`src/rtl/radix_display_ctrl_if.sv`:
```
// radix_display_ctrl_if
//   Groups the display controller's data/status signals into one bundle.
//   Signals:
//     in       binary value to display (IN_W bits)
//     mode_btn raw mode-advance button (asynchronous, may bounce)
//     mode     current radix: 00 octal, 01 decimal, 10 hexadecimal
//     seg      7*DIGITS segment lines, digit k at [7k+6:7k], {g,f,e,d,c,b,a}
//     busy     conversion in progress
//     done     one-cycle pulse when seg is refreshed
//     ovf      last converted value did not fit in DIGITS digits
//   Modports: master drives in/mode_btn, slave (the controller) drives the rest.
interface radix_display_ctrl_if #(
  parameter int unsigned IN_W   = 8,
  parameter int unsigned DIGITS = 3
);
  logic [IN_W-1:0]     in;
  logic                mode_btn;
  logic [1:0]          mode;
  logic [7*DIGITS-1:0] seg;
  logic                busy;
  logic                done;
  logic                ovf;

  modport master (
    output in, mode_btn,
    input  mode, seg, busy, done, ovf
  );

  modport slave (
    input  in, mode_btn,
    output mode, seg, busy, done, ovf
  );
endinterface

```
`src/rtl/radix_display_ctrl.sv`:
```
// radix_display_ctrl
//   Converts an unsigned binary input into DIGITS seven-segment digits in
//   octal, decimal or hexadecimal. A debounced button cycles the radix. A new
//   conversion is queued whenever the input or the radix changes.
//   Ports:
//     clk   system clock, rising edge
//     rst   asynchronous active-high reset
//     dbus  radix_display_ctrl_if.slave (in, mode_btn -> mode, seg, busy, done, ovf)
module radix_display_ctrl #(
  parameter int unsigned IN_W    = 8,
  parameter int unsigned DIGITS  = 3,
  parameter int unsigned DEB_CYC = 4
) (
  input logic                 clk,
  input logic                 rst,
  radix_display_ctrl_if.slave dbus
);

  localparam int unsigned QW  = (IN_W > 4) ? IN_W : 4;
  localparam int unsigned DCW = (DEB_CYC > 1) ? $clog2(DEB_CYC) : 1;
  localparam int unsigned DGW = (DIGITS > 1) ? $clog2(DIGITS) : 1;
  localparam logic [6:0]  DASH = 7'b1000000;

  typedef enum logic [1:0] {S_IDLE, S_LOAD, S_DIV, S_UPDATE} state_e;
  typedef enum logic [1:0] {M_OCT = 2'b00, M_DEC = 2'b01, M_HEX = 2'b10} mode_e;

  state_e              state_q, state_d;
  mode_e               mode_q, mode_d, cap_mode_q, cap_mode_d;
  logic                sync1_q, sync2_q;
  logic                deb_q, deb_d, deb_prev_q;
  logic [DCW-1:0]      deb_cnt_q, deb_cnt_d;
  logic                pending_q, pending_d;
  logic [IN_W-1:0]     last_in_q, last_in_d;
  logic [QW-1:0]       quot_q, quot_d;
  logic [4*DIGITS-1:0] dig_q, dig_d;
  logic [DGW-1:0]      div_cnt_q, div_cnt_d;
  logic [7*DIGITS-1:0] seg_q, seg_d;
  logic                ovf_q, ovf_d;
  logic                done_q, done_d;
  logic                busy_q, busy_d;

  logic [QW-1:0]       q_div;
  logic [3:0]          rem;
  logic                deb_rise;

  function automatic logic [6:0] font7(input logic [3:0] d);
    logic [6:0] s;
    unique case (d)
      4'h0: s = 7'h3F;  4'h1: s = 7'h06;  4'h2: s = 7'h5B;  4'h3: s = 7'h4F;
      4'h4: s = 7'h66;  4'h5: s = 7'h6D;  4'h6: s = 7'h7D;  4'h7: s = 7'h07;
      4'h8: s = 7'h7F;  4'h9: s = 7'h6F;  4'hA: s = 7'h77;  4'hB: s = 7'h7C;
      4'hC: s = 7'h39;  4'hD: s = 7'h5E;  4'hE: s = 7'h79;  default: s = 7'h71;
    endcase
    return s;
  endfunction

  assign deb_rise = deb_q & ~deb_prev_q;

  // One division step by the radix captured at LOAD.
  always_comb begin
    q_div = quot_q;
    rem   = '0;
    unique case (cap_mode_q)
      M_OCT: begin
        q_div = quot_q >> 3;
        rem   = {1'b0, quot_q[2:0]};
      end
      M_DEC: begin
        q_div = quot_q / QW'(10);
        rem   = 4'(quot_q % QW'(10));
      end
      default: begin
        q_div = quot_q >> 4;
        rem   = quot_q[3:0];
      end
    endcase
  end

  always_comb begin
    logic [4*DIGITS-1:0] dig_n;
    logic [QW-1:0]       quot_n;
    logic                ovf_n;

    state_d    = state_q;
    mode_d     = mode_q;
    cap_mode_d = cap_mode_q;
    deb_d      = deb_q;
    deb_cnt_d  = '0;
    pending_d  = pending_q;
    last_in_d  = last_in_q;
    quot_d     = quot_q;
    dig_d      = dig_q;
    div_cnt_d  = div_cnt_q;
    seg_d      = seg_q;
    ovf_d      = ovf_q;
    done_d     = 1'b0;
    busy_d     = busy_q;
    dig_n      = dig_q;
    quot_n     = quot_q;
    ovf_n      = 1'b0;

    // Debounce: the synchronised level must differ for DEB_CYC cycles in a row.
    if (sync2_q != deb_q) begin
      if (deb_cnt_q == DCW'(DEB_CYC - 1)) begin
        deb_d = sync2_q;
      end else begin
        deb_cnt_d = deb_cnt_q + 1'b1;
      end
    end

    unique case (state_q)
      S_IDLE: begin
        if (pending_q) begin
          state_d = S_LOAD;
          busy_d  = 1'b1;
        end
      end
      S_LOAD: begin
        quot_d     = QW'(dbus.in);
        last_in_d  = dbus.in;
        cap_mode_d = mode_q;
        pending_d  = 1'b0;
        div_cnt_d  = '0;
        dig_d      = '0;
        state_d    = S_DIV;
      end
      S_DIV: begin
        // Digits enter at the top and shift down, so after DIGITS steps the
        // first remainder (least significant digit) sits at digit 0.
        quot_n = q_div;
        dig_n  = dig_q >> 4;
        dig_n[4*DIGITS-4 +: 4] = rem;
        quot_d    = quot_n;
        dig_d     = dig_n;
        div_cnt_d = div_cnt_q + 1'b1;
        if (div_cnt_q == DGW'(DIGITS - 1)) begin
          // Output registers load on the edge into UPDATE so that seg, ovf
          // and done are all presented together during the UPDATE cycle.
          ovf_n  = (quot_n != '0);
          ovf_d  = ovf_n;
          for (int unsigned k = 0; k < DIGITS; k++) begin
            seg_d[7*k +: 7] = ovf_n ? DASH : font7(dig_n[4*k +: 4]);
          end
          done_d  = 1'b1;
          busy_d  = 1'b0;
          state_d = S_UPDATE;
        end
      end
      default: begin
        state_d = S_IDLE;
      end
    endcase

    // The LOAD edge samples in itself, so a difference is only meaningful
    // outside LOAD; a radix step always requeues, even over LOAD's clear.
    if (state_q != S_LOAD && dbus.in != last_in_q) begin
      pending_d = 1'b1;
    end
    if (deb_rise) begin
      pending_d = 1'b1;
      unique case (mode_q)
        M_OCT:   mode_d = M_DEC;
        M_DEC:   mode_d = M_HEX;
        default: mode_d = M_OCT;
      endcase
    end
  end

  always_ff @(posedge clk or posedge rst) begin
    if (rst) begin
      state_q    <= S_IDLE;
      mode_q     <= M_OCT;
      cap_mode_q <= M_OCT;
      sync1_q    <= 1'b0;
      sync2_q    <= 1'b0;
      deb_q      <= 1'b0;
      deb_prev_q <= 1'b0;
      deb_cnt_q  <= '0;
      pending_q  <= 1'b1;
      last_in_q  <= '0;
      quot_q     <= '0;
      dig_q      <= '0;
      div_cnt_q  <= '0;
      seg_q      <= '0;
      ovf_q      <= 1'b0;
      done_q     <= 1'b0;
      busy_q     <= 1'b0;
    end else begin
      state_q    <= state_d;
      mode_q     <= mode_d;
      cap_mode_q <= cap_mode_d;
      sync1_q    <= dbus.mode_btn;
      sync2_q    <= sync1_q;
      deb_q      <= deb_d;
      deb_prev_q <= deb_q;
      deb_cnt_q  <= deb_cnt_d;
      pending_q  <= pending_d;
      last_in_q  <= last_in_d;
      quot_q     <= quot_d;
      dig_q      <= dig_d;
      div_cnt_q  <= div_cnt_d;
      seg_q      <= seg_d;
      ovf_q      <= ovf_d;
      done_q     <= done_d;
      busy_q     <= busy_d;
    end
  end

  assign dbus.mode = mode_q;
  assign dbus.seg  = seg_q;
  assign dbus.busy = busy_q;
  assign dbus.done = done_q;
  assign dbus.ovf  = ovf_q;

endmodule

```
`src/flat_wrapper.sv`:
```
// flat-port wrapper written by rule: the top's interface ports become plain ports
module radix_display_ctrl_flat 
#(
  parameter int unsigned IN_W    = 8,
  parameter int unsigned DIGITS  = 3,
  parameter int unsigned DEB_CYC = 4
)
  (clk, rst, dbus_in, dbus_mode_btn, dbus_mode, dbus_seg, dbus_busy, dbus_done, dbus_ovf);
  radix_display_ctrl_if #(.IN_W(IN_W), .DIGITS(DIGITS)) dbus_i ();
  input logic clk;
  input logic rst;
  input wire logic [$bits(dbus_i.in)-1:0] dbus_in;
  input wire logic [$bits(dbus_i.mode_btn)-1:0] dbus_mode_btn;
  output wire logic [$bits(dbus_i.mode)-1:0] dbus_mode;
  output wire logic [$bits(dbus_i.seg)-1:0] dbus_seg;
  output wire logic [$bits(dbus_i.busy)-1:0] dbus_busy;
  output wire logic [$bits(dbus_i.done)-1:0] dbus_done;
  output wire logic [$bits(dbus_i.ovf)-1:0] dbus_ovf;
  assign dbus_i.in = dbus_in;
  assign dbus_i.mode_btn = dbus_mode_btn;
  assign dbus_mode = dbus_i.mode;
  assign dbus_seg = dbus_i.seg;
  assign dbus_busy = dbus_i.busy;
  assign dbus_done = dbus_i.done;
  assign dbus_ovf = dbus_i.ovf;
  radix_display_ctrl #(.IN_W(IN_W), .DIGITS(DIGITS), .DEB_CYC(DEB_CYC)) u_core (.clk(clk), .rst(rst), .dbus(dbus_i));
endmodule
```
`config.mk`:
```
export PLATFORM = sky130hd
export DESIGN_NAME = radix_display_ctrl_flat
export DESIGN_NICKNAME = d
export VERILOG_FILES = /design/src/rtl/radix_display_ctrl_if.sv /design/src/rtl/radix_display_ctrl.sv /design/src/flat_wrapper.sv
export SDC_FILE = /design/constraint.sdc
export NUM_CORES = 1
export LEC_CHECK = 0
export BUFFER_PORTS_ARGS = -buffer_cell sky130_fd_sc_hd__buf_2
export CAP_MARGIN = 5
export CORE_MARGIN = 1.5
export CORE_UTILIZATION = 35
export CTS_CLUSTER_SIZE = 28
export DETAILED_ROUTE_END_ITERATION = 12
export PLACE_DENSITY = 0.54
export SETUP_SLACK_MARGIN = 0.4
export SLEW_MARGIN = 20
export SYNTH_ARGS = -nofsm -noshare
export SYNTH_HDL_FRONTEND = slang
export SYNTH_SLANG_ARGS = --single-unit
```
`constraint.sdc`:
```
create_clock -name clk -period 8.1 [get_ports clk]
set_input_delay 0.81 -clock clk [delete_from_list [all_inputs] [get_ports clk]]
set_output_delay 0.81 -clock clk [all_outputs]
set_load 0.005 [all_outputs]
```
Word level (Yosys, flattened, before mapping)
Memory sizes are Yosys's and may differ from the RTL's.
Cells that the tools add are included.
{"block": "op_classes", "n_addsub": 2, "div_mod_pow": 2, "eq_ne": 11, "muxes": 22, "bitwise_logic": 2, "reduce_logical": 12}
{"cell": "$pmux W8 S2", "count": 2}
{"cell": "$pmux W12 S2", "count": 1}
{"cell": "$mux W7", "count": 3}
{"cell": "$div A8 B4 Y8 const B", "count": 1}
{"cell": "$mod A8 B4 Y8 const B", "count": 1}
{"cell": "$mux W2", "count": 4}
{"cell": "$ne A8 B8 Y1", "count": 1}
{"cell": "$pmux W2 S2", "count": 2}
{"cell": "$pmux W4 S2", "count": 1}
{"cell": "$reduce_bool A8 Y1", "count": 1}
{"cell": "$mux W1", "count": 7}
{"cell": "$eq A2 B1 Y1 const B", "count": 3}
{"cell": "$eq A2 B2 Y1 const B", "count": 3}
{"cell": "$logic_not A2 Y1", "count": 3}
{"cell": "$ne A2 B1 Y1 const B", "count": 3}
{"cell": "$pmux W2 S3", "count": 1}
{"cell": "$reduce_and A2 Y1", "count": 3}
{"cell": "$add A2 B1 Y2 const B", "count": 2}
{"cell": "$reduce_bool A2 Y1", "count": 2}
{"cell": "$reduce_and A3 Y1", "count": 1}
{"cell": "$reduce_bool A3 Y1", "count": 1}
{"cell": "$pmux W1 S2", "count": 1}
{"cell": "$and A1 B1 Y1", "count": 1}
{"cell": "$logic_and A1 B1 Y1", "count": 1}
{"cell": "2 further kinds", "count": 2}
{"block": "totals", "register_bits": 67, "romBits": 336, "input_bits": 11, "output_inout_bits": 26, "mem_count": 3}
{"memory": "(name not given)", "depth": 16, "word_bits": 7, "rd": 1, "rd_ports_with_merged_regs": 0, "wr": 0, "line": "radix_display_ctrl.sv:48", "text": "unique case (d)"}
{"memory": "(name not given)", "depth": 16, "word_bits": 7, "rd": 1, "rd_ports_with_merged_regs": 0, "wr": 0, "line": "radix_display_ctrl.sv:48"}
{"memory": "(name not given)", "depth": 16, "word_bits": 7, "rd": 1, "rd_ports_with_merged_regs": 0, "wr": 0, "line": "radix_display_ctrl.sv:48"}

Logic depth before layout (Yosys ltp)
{"block": "depth", "ltp_word": 4, "depth_mapped": 14}

Worst setup path after synthesis
OpenSTA, ideal clock, no wires.
{"block": "synth_path", "path_kind": "register -> register", "start": "register u_core.quot_q[7]", "end": "register u_core.seg_q[17], in the netlist u_core.dbus.seg[17]", "setup_time_ps": 76, "arrival_time_ps": 2918, "required_ps": 8024, "slack_ps": 5106, "path_stages_with_launch": 15, "path_buffers": 2, "period_less_slack_ps": 2994, "cell_sequence": "dfrtp_1 buf_2 buf_4 and3b_1 o21ai_0 a32o_1 a21boi_0 o21ai_0 a31oi_1 inv_1 ha_1 nand2_1 mux2i_1 o41a_1 o21ai_1"}
{"block": "synth_between", "elab_chain_len": 4}
{"element": "start: declaration", "line": "radix_display_ctrl.sv:34", "text": "logic [QW-1:0] quot_q, quot_d;"}
{"element": "start signal: assignment", "line": "radix_display_ctrl.sv:199", "text": "quot_q <= quot_d;"}
{"element": "$mod A8 B4 Y8 or $div A8 B4 Y8 (tied branches)", "line": "radix_display_ctrl.sv:70, radix_display_ctrl.sv:69"}
{"element": "$pmux W4 S2 or $pmux W8 S2 (tied branches)", "line": "radix_display_ctrl.sv:63", "text": "unique case (cap_mode_q)"}
{"element": "$mem_v2 Z16 W7 or $reduce_bool A8 Y1 (tied branches)"}
{"element": "$mux W7 (*)", "line": "radix_display_ctrl.sv:142", "text": "seg_d[7*k +: 7] = ovf_n ? DASH : font7(dig_n[4*k +: 4]);"}
{"element": "end signal: assignment", "line": "radix_display_ctrl.sv:202", "text": "seg_q <= seg_d;"}
{"element": "end: declaration", "line": "radix_display_ctrl.sv:37", "text": "logic [7*DIGITS-1:0] seg_q, seg_d;"}
Mark *: on every way between the ends. The rest lies on a longest branch, timed or not.
A chain may end at the register's enable or synchronous reset.

Final worst setup path
{"block": "layout_path", "start": "register u_core.quot_q[4]", "end": "register u_core.seg_q[17], in the netlist u_core.dbus.seg[17]"}
The elaborated chain is that of the path after synthesis.

==> impl_results.md <==
- Main synth FF type: dfrtp_1
- CTS H-Tree Depth: 3
- Xor-xnor portion of the synthesized cell area: 0.0294
- Clk_lat worst skew: between 0.3 and 0.4 ns
- # setup viols final: 0
- Post-synthesis sequential area ratio: 0.379
- Resized Gates After CTS: 0
- Mux cell area share after synthesis: 0.0721
- Combinational share of power: 0.320
- Largest cells by area after synthesis: dfrtp_1 37%, ha_1 6.6%, mux2_2 3.8%
- MaxCap Viol Count: 0
- Initial antenna violation count: 0
- Antenna cells: 0
- Post-synth cell types: 69
- Yosys reg bits: 63
- Synthesized netlist cell count: 449
- Leak: between 1.5 and 2 nW
- Largest net degree at the start of global routing: 64
- Total CTS buffers: 9
- Antenna viol nets, final: 0
- Final Hold Fails: 0
- Failing checks: design-rule violations
- R2r setup slk: 4.28 ns
- Dpl hpwl: 6530 um
- Psw: ~0.43 mW
- Post-synth EDFFs: 0
- Switching portion of total power: 0.351
- Yosys warning total: 0
- Tot GR Track Use: 0.162
- Worst slew pin tran: 0.886 ns
- Clock network fraction of total power: 0.278
- Die ar.: 12,600 um2
- Placed cell area: 4370 um2
- Arrival time at the worst endpoint: 4.07 ns
- RSZ-0062 raised after global routing: false
- Fin area: 4630 um2
- Post-synthesis adder-cell area fraction: 0.0660
- Total gr overflow: 0
- Clk slew on worst S/H paths: 0.05 ns
- Post-synth top area cell: dfrtp_1
- Main combinational cell family by area after synthesis: compound AO/OA/AOI/OAI gates
- Slew headroom: 0.410
- Int Power: 0.794 mW
- Clock Sinks: 63
- Area grow syn2layout: 11.0%
- Post-Syn Area: 4170 um2
- DR DRC count: 4
- Number of global-route vias before repair: 3,271
- Initial Utilization: 0.362
- Routability congestion estimate: 0.825
- CP Class: flop to flop
- Total number of vias: between 3,000 and 4,000
- Final min period: between 3 and 4 ns
- Final TNS setup: 0 ns
- Reg power frac: 0.402
- Root Buffer: clkbuf_16
- Drt wl/cell: 15.5 um
- Skew final: about 0.0057 ns
- Status: finished with violations
- Final wirelength: 9540 um
- Initial DRC count: 154
- Peak VDD IR: roughly 0.00012 V
- Share of layout cells above drive strength 1: 0.170
- Critical path endpoint category: flop
- Ys async rst share: 1.00
- Pins Over Slew Limit: 0
- Final Util: 0.402
- Crit start category: flop
- Mapped Nets: 482
- Core area: about 12,000 um2
- Horiz. Die Dim: roughly 110 um
- First-pass GRT wire length: 16,500 um
- Hold bufs inserted after CTS: 0
- I/O pin count: 37
- Share of the synthesized area in the top cell type: 0.372
- Worst path required time: 8.36 ns
- CTS tree: built
- Power density over the cells: 264 nW/um2
- Port bufs: 36
- Via density: 5.51
- Post-CTS Setup Inserts: 0
- DIE HEIGHT: 112 um
- Worst hold path class: flop to flop
- Synth Area in Simple Gates: 0.173
- Final worst slack: approximately 4.3 ns
- Max Freq: 262 MHz
- Row Count: 39
- Final period util: 0.471
- Nets: around 500
- Drt first pass iters: 8
- Crit-path max FO: 27
- Filler Cell Count: 1,156
- Avg Inst Size Synth: 9.28 um2
- Synth Area in Compound Gates: 0.215
- Setup Slack @ Placement: ~4.4 ns
- CTS max path bufs: 2
[worst max-delay path: stages, from the launching register on]
cell and delay (ns):
dfrtp_1 0.85, nor2b_1 0.23, a32oi_1 0.27, a32o_1 0.23
a21boi_0 0.43, o21ai_0 0.14, a31oi_1 0.55, inv_1 0.18
ha_1 0.27, nand3_1 0.09, o21ai_0 0.11, o41a_1 0.32
o21ai_1 0.08
[registers in the layout, indices dropped and copies added (netlist names)]
register	flops
u_core.sync1_q	1
u_core.deb_cnt_q	2
u_core.dbus.busy	1
u_core.dbus.mode	2
u_core.quot_q	8
u_core.dig_q	8
u_core.dbus.seg	21
u_core.state_q	2
u_core.div_cnt_q	2
u_core.pending_q	1
u_core.dbus.done	1
u_core.last_in_q	8
u_core.dbus.ovf	1
u_core.deb_prev_q	1
u_core.cap_mode_q	2
u_core.deb_q	1
u_core.sync2_q	1
[through the flow]
| step | hold WS (ns) | total power, mW | cells |
|---|---|---|---|
| floorplan | 0.331 | 0.750 | 449 |
| global placement | 0.340 | 0.883 | 598 |
| detailed placement | 0.347 | 0.888 | 598 |
| CTS | 0.359 | 1.24 | 614 |
| global route | 0.362 | 1.32 | 614 |
| finish | 0.353 | 1.22 | 614 |
[cell usage in the layout, fill, tap and decap left out, types with 3 or more instances in the layout]
cell / count
a21oi_1: 23
clkbuf_16: 9
and2_1: 3
nor4bb_1: 3
nor3_1: 7
a211oi_1: 5
buf_2: 36
dfrtp_1: 62
clkbuf_1: 3
a32oi_1: 3
xnor2_1: 12
inv_1: 25
nor2_1: 24
o31ai_1: 4
clkinv_2: 3
a31oi_1: 5
nand3b_1: 7
mux2i_1: 12
inv_2: 3
nand2b_1: 10
nand3_1: 15
o32ai_1: 3
o21ai_0: 31
nor3b_1: 4
o211ai_1: 11
nor2b_1: 9
mux2_2: 14
nand2_1: 35
ha_1: 22
o22ai_1: 9
a22o_1: 4
a32o_1: 7
[power by group through the flow]
stage / Combinational [mW] / Sequential, mW / Clock (mW)
6_report: 0.392 / 0.491 / 0.341
5_1_grt: 0.448 / 0.507 / 0.367
4_1_cts: 0.395 / 0.491 / 0.352
3_5_place_dp: 0.392 / 0.496 / 0
3_3_place_gp: 0.390 / 0.493 / 0
2_1_floorplan: 0.279 / 0.471 / 0
[per-layer routing]
layer	vias to the layer above	share of wire	track usage
li1	1663	-	-
met5	-	0	0
met4	0	0.013	0.0532
met3	9	0.042	0.0389
met2	62	0.46	0.252
met1	1649	0.49	0.224
[final timing paths]
check,from,end,cells past startpoint
max reg2reg,u_core.quot_q[4],u_core.dbus.seg[17],12
min reg2reg,u_core.sync1_q,u_core.sync2_q,0
min in group asynchronous,rst,u_core.dbus.seg[10],3
min,u_core.sync1_q,u_core.sync2_q,0
max in group asynchronous,rst,u_core.quot_q[0],3
max,u_core.quot_q[4],u_core.dbus.seg[17],12
[cell usage after synthesis (all sizes together) (3+ instances only)]
library cell / instances
nand3: 15
nand2: 35
nor3b: 4
nand2b: 10
inv: 28
o22ai: 9
buf: 20
a21oi: 23
o211ai: 11
mux2i: 12
a31oi: 5
and2: 3
nor2b: 9
mux2: 14
nand3b: 7
dfrtp: 62
o32ai: 3
a211oi: 6
xnor2: 12
o21ai: 32
a32o: 7
or3b: 3
a21boi: 3
nor2: 24
nor3: 7
o31ai: 5
a22o: 4
a32oi: 3
clkbuf: 12
ha: 22
nor4bb: 3
[cell families after synthesis]
logic type,after synthesis
and+or+nand+nor,135
AOI/OAI and AO/OA,128
DFF,63
buffers and inverters,60
muxes,27
adders and majority gates,22
xor gates and xnor gates,14
[layout make-up]
cell class / instances / area [um2] / share of cell area
Multi-Input combinational cell: 326 / 2310 / 0.500
Clock inverter: 4 / 22.5 / 0.00487
Inverter: 28 / 105 / 0.0227
Clock buffer: 12 / 236 / 0.0511
Sequential cell: 63 / 1580 / 0.341
Tap cell: 143 / 179 / 0.0387
Timing Repair Buffer: 38 / 195 / 0.0422
(Power assumes the default switching activity.)
